File: config.mk
export PLATFORM = sky130hd
export DESIGN_NAME = census_cost_pipe_flat
export DESIGN_NICKNAME = d
export VERILOG_FILES = /design/src/rtl/census_cost_pipe_if.sv /design/src/rtl/census_cost_pipe.sv /design/src/flat_wrapper.sv
export SDC_FILE = /design/constraint.sdc
export NUM_CORES = 1
export LEC_CHECK = 0
export ABC_AREA = 1
export CORE_MARGIN = 1.5
export CORE_UTILIZATION = 45
export DETAILED_ROUTE_END_ITERATION = 10
export GPL_TIMING_DRIVEN = 0
export PLACE_DENSITY = 0.71
export SETUP_SLACK_MARGIN = 0.15
export SYNTH_ARGS = -nofsm -noshare
export SYNTH_HDL_FRONTEND = slang
export SYNTH_SLANG_ARGS = --single-unit
File: constraint.sdc
create_clock -name clk -period 3.8 [get_ports clk]
set_clock_uncertainty 0.05 [all_clocks]
set_input_delay 0.38 -clock clk [delete_from_list [all_inputs] [get_ports clk]]
set_output_delay 0.38 -clock clk [all_outputs]
set_load 0.005 [all_outputs]
File: src/rtl/census_cost_pipe_if.sv
// Beat-level handshake bundle for census_cost_pipe: input beat (a, b, mode)
// with valid/ready, and result beat (per-lane costs, min, argmin) with valid/ready.
interface census_cost_pipe_if #(
    parameter int unsigned WIDTH = 32,
    parameter int unsigned LANES = 4,
    parameter int unsigned CHUNK = 8
);
    localparam int unsigned CW = $clog2(WIDTH + 1);
    localparam int unsigned IW = (LANES > 1) ? $clog2(LANES) : 1;

    logic                  in_valid;
    logic                  in_ready;
    logic                  in_mode;
    logic [LANES*WIDTH-1:0] in_a;
    logic [LANES*WIDTH-1:0] in_b;
    logic                  out_valid;
    logic                  out_ready;
    logic [LANES*CW-1:0]   out_cost;
    logic [CW-1:0]         out_min;
    logic [IW-1:0]         out_min_idx;

    // Block side
    modport slave (
        input  in_valid, in_mode, in_a, in_b, out_ready,
        output in_ready, out_valid, out_cost, out_min, out_min_idx
    );

    // Producer/consumer side
    modport master (
        output in_valid, in_mode, in_a, in_b, out_ready,
        input  in_ready, out_valid, out_cost, out_min, out_min_idx
    );
endinterface

File: src/rtl/census_cost_pipe.sv
// Pipelined multi-lane popcount / Hamming-distance engine with a registered
// per-beat argmin. Stages: S0 input reg, S1 chunk counts, one adder-tree level
// per stage, then argmin. Latency is 3 + clog2(ceil(WIDTH/CHUNK)) edges.
// Flow control is a global stall driven from the output handshake.
module census_cost_pipe #(
    parameter int unsigned WIDTH = 32,
    parameter int unsigned LANES = 4,
    parameter int unsigned CHUNK = 8
) (
    input logic               clk,
    input logic               rst,
    census_cost_pipe_if.slave bus
);
    localparam int unsigned CW = $clog2(WIDTH + 1);
    localparam int unsigned IW = (LANES > 1) ? $clog2(LANES) : 1;
    localparam int unsigned NC = (WIDTH + CHUNK - 1) / CHUNK;
    localparam int unsigned PW = NC * CHUNK;
    localparam int unsigned LV = $clog2(NC);
    // Tree rows are twice the chunk count so pair reads never go out of range;
    // entries beyond a level's live operand count stay zero, which lets an odd
    // leftover operand pass through by being added to zero.
    localparam int unsigned TS = 2 * NC;

    logic                   w_advance;

    logic                   r_s0_valid;
    logic                   r_s0_mode;
    logic [LANES*WIDTH-1:0] r_s0_a;
    logic [LANES*WIDTH-1:0] r_s0_b;

    logic [CW-1:0]          w_chunk [0:LANES-1][0:NC-1];

    logic                   r_tv    [0:LV];
    logic [CW-1:0]          r_tree  [0:LV][0:LANES-1][0:TS-1];

    logic [CW-1:0]          w_min;
    logic [IW-1:0]          w_idx;

    logic                   r_out_valid;
    logic [LANES*CW-1:0]    r_out_cost;
    logic [CW-1:0]          r_out_min;
    logic [IW-1:0]          r_out_idx;

    assign w_advance       = !r_out_valid || bus.out_ready;
    // Held high during reset so the producer never sees a stale stall.
    assign bus.in_ready    = w_advance || !rst;
    assign bus.out_valid   = r_out_valid;
    assign bus.out_cost    = r_out_cost;
    assign bus.out_min     = r_out_min;
    assign bus.out_min_idx = r_out_idx;

    // S0: capture the input beat; valid only on an actual accept
    always_ff @(posedge clk) begin
        if (!rst) begin
            r_s0_valid <= 1'b0;
            r_s0_mode  <= 1'b0;
            r_s0_a     <= '0;
            r_s0_b     <= '0;
        end else if (w_advance) begin
            r_s0_valid <= bus.in_valid && bus.in_ready;
            r_s0_mode  <= bus.in_mode;
            r_s0_a     <= bus.in_a;
            r_s0_b     <= bus.in_b;
        end
    end

    // Per-lane operand select and zero-padded chunk popcounts feeding S1
    always_comb begin
        logic [WIDTH-1:0] w_x;
        logic [PW-1:0]    w_pad;
        logic [CW-1:0]    w_cnt;
        w_x   = '0;
        w_pad = '0;
        w_cnt = '0;
        for (int unsigned l = 0; l < LANES; l++) begin
            w_x   = r_s0_mode ? (r_s0_a[l*WIDTH +: WIDTH] ^ r_s0_b[l*WIDTH +: WIDTH])
                              : r_s0_a[l*WIDTH +: WIDTH];
            w_pad = PW'(w_x);
            for (int unsigned c = 0; c < NC; c++) begin
                w_cnt = '0;
                for (int unsigned b = 0; b < CHUNK; b++) begin
                    w_cnt = w_cnt + CW'(w_pad[c*CHUNK + b]);
                end
                w_chunk[l][c] = w_cnt;
            end
        end
    end

    // S1 chunk counts and one registered adder-tree level per following stage
    always_ff @(posedge clk) begin
        if (!rst) begin
            for (int unsigned k = 0; k <= LV; k++) begin
                r_tv[k] <= 1'b0;
                for (int unsigned l = 0; l < LANES; l++) begin
                    for (int unsigned j = 0; j < TS; j++) begin
                        r_tree[k][l][j] <= '0;
                    end
                end
            end
        end else if (w_advance) begin
            r_tv[0] <= r_s0_valid;
            for (int unsigned l = 0; l < LANES; l++) begin
                for (int unsigned c = 0; c < NC; c++) begin
                    r_tree[0][l][c] <= w_chunk[l][c];
                end
            end
            for (int unsigned k = 1; k <= LV; k++) begin
                r_tv[k] <= r_tv[k-1];
                for (int unsigned l = 0; l < LANES; l++) begin
                    for (int unsigned j = 0; j < NC; j++) begin
                        r_tree[k][l][j] <= r_tree[k-1][l][2*j] + r_tree[k-1][l][2*j+1];
                    end
                end
            end
        end
    end

    // Argmin over final lane costs: strict less-than from lane 0, lowest index wins ties
    always_comb begin
        w_min = r_tree[LV][0][0];
        w_idx = '0;
        for (int unsigned l = 1; l < LANES; l++) begin
            if (r_tree[LV][l][0] < w_min) begin
                w_min = r_tree[LV][l][0];
                w_idx = IW'(l);
            end
        end
    end

    // Output stage: lane costs, minimum and its index
    always_ff @(posedge clk) begin
        if (!rst) begin
            r_out_valid <= 1'b0;
            r_out_cost  <= '0;
            r_out_min   <= '0;
            r_out_idx   <= '0;
        end else if (w_advance) begin
            r_out_valid <= r_tv[LV];
            for (int unsigned l = 0; l < LANES; l++) begin
                r_out_cost[l*CW +: CW] <= r_tree[LV][l][0];
            end
            r_out_min <= w_min;
            r_out_idx <= w_idx;
        end
    end
endmodule

File: src/flat_wrapper.sv
// flat-port wrapper written by rule: the top's interface ports become plain ports
module census_cost_pipe_flat 
#(
    parameter int unsigned WIDTH = 32,
    parameter int unsigned LANES = 4,
    parameter int unsigned CHUNK = 8
)
  (clk, rst, bus_in_valid, bus_in_mode, bus_in_a, bus_in_b, bus_out_ready, bus_in_ready, bus_out_valid, bus_out_cost, bus_out_min, bus_out_min_idx);
  census_cost_pipe_if #(.WIDTH(WIDTH), .LANES(LANES), .CHUNK(CHUNK)) bus_i ();
  input logic clk;
  input logic rst;
  input wire logic [$bits(bus_i.in_valid)-1:0] bus_in_valid;
  input wire logic [$bits(bus_i.in_mode)-1:0] bus_in_mode;
  input wire logic [$bits(bus_i.in_a)-1:0] bus_in_a;
  input wire logic [$bits(bus_i.in_b)-1:0] bus_in_b;
  input wire logic [$bits(bus_i.out_ready)-1:0] bus_out_ready;
  output wire logic [$bits(bus_i.in_ready)-1:0] bus_in_ready;
  output wire logic [$bits(bus_i.out_valid)-1:0] bus_out_valid;
  output wire logic [$bits(bus_i.out_cost)-1:0] bus_out_cost;
  output wire logic [$bits(bus_i.out_min)-1:0] bus_out_min;
  output wire logic [$bits(bus_i.out_min_idx)-1:0] bus_out_min_idx;
  assign bus_i.in_valid = bus_in_valid;
  assign bus_i.in_mode = bus_in_mode;
  assign bus_i.in_a = bus_in_a;
  assign bus_i.in_b = bus_in_b;
  assign bus_i.out_ready = bus_out_ready;
  assign bus_in_ready = bus_i.in_ready;
  assign bus_out_valid = bus_i.out_valid;
  assign bus_out_cost = bus_i.out_cost;
  assign bus_out_min = bus_i.out_min;
  assign bus_out_min_idx = bus_i.out_min_idx;
  census_cost_pipe #(.WIDTH(WIDTH), .LANES(LANES), .CHUNK(CHUNK)) u_core (.clk(clk), .rst(rst), .bus(bus_i));
endmodule
==> flow_metrics.py <==
metrics = {
    "setup_path": {
        "reg2reg_slack_ns": -0.09,
        "critPathMaxStageDelay_ns": 0.38,
        "path_cells": "inv_2, ha_4, nand2_4, inv_2, a21oi_4, nand2_4, clkbuf_16, o21ai_4, ha_4, a21oi_2, nor2_1, a211oi_2, nand2_2, buf_6, o21ai_4, ha_4, a21oi_2, nor2_2, a211oi_4, buf_6, nand2_8, nand2_2, nand2_2, nand2_1",
        "cp_data_required_time_ns": 4.26,
        "worst_ep_arrival_time_ns": 4.35,
        "path_max_fanout": 8,
        "critPathLaunchType": "flip-flop",
        "cp_num_buf_inv": 5,
        "cp_slowest_cell": "edfxtp_1",
        "path_class": "reg -> reg",
        "crit_family": "compound AO/OA/AOI/OAI gates",
        "end_kind": "flip-flop",
    },
    "clock_tree": {
        "clk_pin_slew_ns": 0.06,
        "cts_sinks": 422,
        "cts-root-buf": "clkbuf_16",
        "h-tree-depth": 2,
        "clockBufferDepth": 3,
        "cts_tree": "done",
        "clk_latency_ns": 0.57,
        "cts_buffers": 44,
    },
    "final_layout": {
        "nets": 2952,
        "fillers": 3658,
        "design_area_sq_um": 26300,
        "area_growth_pct": 30.3,
        "layout-drive-gt1-share": 0.0907,
    },
    "yosys": {
        "ys.flop_type": "dfxtp_1",
        "synthTopCellsByArea": "dfxtp_1 29%, edfxtp_1 19%, fa_1 7.5%",
        "async_reset_ff_frac": 0,
        "syn-instance-count": 2115,
        "post-synth-top-area-cell": "dfxtp_1",
        "synth.cell_area_sq_um": 20200,
        "yosys_warnings": 0,
        "synth.most_common_cell": "nand2_1",
        "syn_nets": 2567,
        "synth_common_cells": "358 x nand2_1, 325 x inv_1, 291 x dfxtp_1, 166 x o21ai_0, 165 x nor2_1",
        "synth_top_cell_area_share": 0.288,
        "synth.yosys.seq_area_share": 0.483,
        "ys_types": 24,
        "ys_seq_elements": 422,
        "synth.avg_cell_area_sq_um": 9.55,
        "synth_enable_flop_cells": 131,
    },
    "drt": {
        "drc_errors": 0,
        "drt-initial-drc-count": 1091,
        "vias": 15500,
        "ant_nets": 0,
        "wl_per_cell_um": 17.1,
        "routed_wl_um": 53500,
        "dr.pass1.iters": 8,
        "vias_per_cell": 4.96,
    },
    "grt": {
        "grtUsageTotal": 0.230,
        "grt_pass1_vias": 15700,
        "grt_max_degree": 100,
        "grt_antenna_before_repair": 4,
        "grt_first_pass_wirelength_um": 83400,
        "overflow": 0,
    },
    "run_status": {
        "status": "complete, but fails checks",
        "violations": "setup timing",
    },
    "sta": {
        "slew_violations": 0,
        "period_minus_slack_ns": 3.89,
        "fin_crit_sh": 1.02,
        "fmax_mhz": 257,
        "slew_headroom": 0.101,
        "rsz0062_at_grt": "true",
        "setup_viol": 8,
        "tightest_slew_ns": 1.35,
        "hold_viol_final": 0,
        "whs_ns": 0.322,
        "finalWorstSetupSlack_ns": -0.0941,
    },
    "placement": {
        "post_dp_cell_area_sq_um": 24000,
        "dpl.hpwl_um": 39000,
        "gp_congestion": 0.873,
        "io_buffers": 294,
    },
    "die": {
        "core-area_sq_um": 44200,
        "dieHeight_um": 215,
        "core.rowCount": 77,
        "die-area_sq_um": 46200,
        "die_w_um": 215,
        "start_util": 0.457,
        "pin_count": 295,
    },
    "power_and_ir_drop": {
        "power_density_nw_per_um2": 605,
        "peakVddDrop_mv": 0.508,
        "leakagePower_nw": 11.1,
        "total_power_mw": 15.9,
    },
    "worst_hold_path": {
        "holdCritPathClass": "in -> reg",
    },
    "run": {
        "drv_cap": 0,
    },
}
-- layout by cell type (no fill, tap or decap), types with 9 or more instances in the layout --
| cell | netlist | routed |
|---|---|---|
| clkbuf_16 | 0 | 53 |
| buf_2 | 12 | 10 |
| ha_1 | 115 | 107 |
| o21ai_1 | 13 | 9 |
| fa_2 | 0 | 17 |
| nand2_2 | 14 | 21 |
| a22o_1 | 139 | 139 |
| clkdlybuf4s50_1 | 0 | 294 |
| clkinv_2 | 0 | 9 |
| buf_4 | 0 | 39 |
| inv_1 | 325 | 320 |
| nand2_1 | 358 | 346 |
| xor2_1 | 144 | 141 |
| dfxtp_1 | 291 | 290 |
| clkbuf_1 | 78 | 72 |
| nor2_1 | 165 | 162 |
| fa_1 | 76 | 59 |
| o21ai_0 | 166 | 162 |
| edfxtp_1 | 131 | 131 |
| a21oi_1 | 58 | 56 |
| nand3_1 | 16 | 10 |
-- worst paths after layout --
kind / start / cells past startpoint / endpoint
min: bus_in_a[120] / 3 / u_core.r_s0_a[120]
min reg2reg: u_core.bus.out_min_idx[1] / 2 / u_core.bus.out_min_idx[1]
max: u_core.r_tree[0][287] / 24 / u_core.bus.out_min_idx[1]
max reg2reg: u_core.r_tree[0][287] / 24 / u_core.bus.out_min_idx[1]
-- through the flow --
| step | TNS [ns] | util | setup slack [ns] | cells |
|---|---|---|---|---|
| detailed placement | -32.25 | 0.542 | -0.930 | 3002 |
| global route | -1.77 | 0.595 | -0.231 | 3129 |
| global placement | -213.89 | 0.541 | -1.32 | 3001 |
| floorplan | 0 | - | 0.136 | 2115 |
| finish | -0.679 | 0.595 | -0.0941 | 3129 |
| CTS | 0 | 0.588 | 0.0820 | 3110 |
-- report_power, final --
| group | leakage, nW | switching, mW | internal (mW) | total, mW |
|---|---|---|---|---|
| Combinational | 6.35 | 3.23 | 2.74 | 5.97 |
| Clock | 0.721 | 1.81 | 2.55 | 4.36 |
| Sequential | 3.99 | 0.275 | 5.32 | 5.59 |
| Total | 11.1 | 5.31 | 10.6 | 15.9 |
-- final cells by class --
class                           count  area [sq um]  area share
Clock buffer                       60          1230      0.0469
Tap cell                          592           741      0.0281
Buffer                             93           612      0.0232
Sequential cell                   422          9760       0.371
Timing Repair Buffer              339          3340       0.127
Inverter                          328          1230      0.0468
Antenna cell                        1          2.50   0.0000950
Clock inverter                     22           220     0.00836
Multi-Input combinational cell   1272          9180       0.349
-- cell families (layout without fill, tap and decap cells) --
group,Yosys count,in the layout,synth area share
xor+xnor,144,144,0.0624
other cells,0,1,0
flops,422,422,0.483
compound gates,381,381,0.122
buf+inv,421,842,0.0789
simple gates,556,556,0.107
fa+ha+maj,191,191,0.147
-- state kept, by name (all words and copies together) (netlist names) --
| signal | cells |
|---|---|
| u_core.bus.out_valid | 1 |
| u_core.r_s0_mode | 1 |
| u_core.r_s0_b | 128 |
| u_core.r_s0_a | 128 |
| u_core.r_tree | 128 |
| u_core.bus.out_min | 6 |
| u_core.bus.out_min_idx | 2 |
| u_core.r_tv | 3 |
| u_core.r_s0_valid | 1 |
| u_core.bus.out_cost | 24 |
-- worst reg2reg max path: stages, from the launching register on --
cell and delay [ns]:
edfxtp_1 0.38, inv_2 0.12, ha_4 0.22, nand2_4 0.07
inv_2 0.04, a21oi_4 0.19, nand2_4 0.08, clkbuf_16 0.16
o21ai_4 0.19, ha_4 0.24, a21oi_2 0.12, nor2_1 0.06
a211oi_2 0.26, nand2_2 0.12, buf_6 0.17, o21ai_4 0.19
ha_4 0.23, a21oi_2 0.13, nor2_2 0.06, a211oi_4 0.29
buf_6 0.17, nand2_8 0.08, nand2_2 0.09, nand2_2 0.05
nand2_1 0.07
-- metal layers --
layer,global-route usage,vias to the layer above,wire [um]
met5,0,-,39
met4,0.0754,6,1560
met3,0.0365,91,3460
met2,0.370,510,24200
met1,0.317,7332,24300
li1,-,7578,-
-- timing repair --
action | CTS | global route
cloned | 2 | 0
gates resized for setup | 90 | 48
buffers inserted | 24 | 18
hold buffers | 0 | 0
setup endpoints to repair | 73 | 40
pin swaps | 24 | 53
Power figures use the tool's default switching activity.
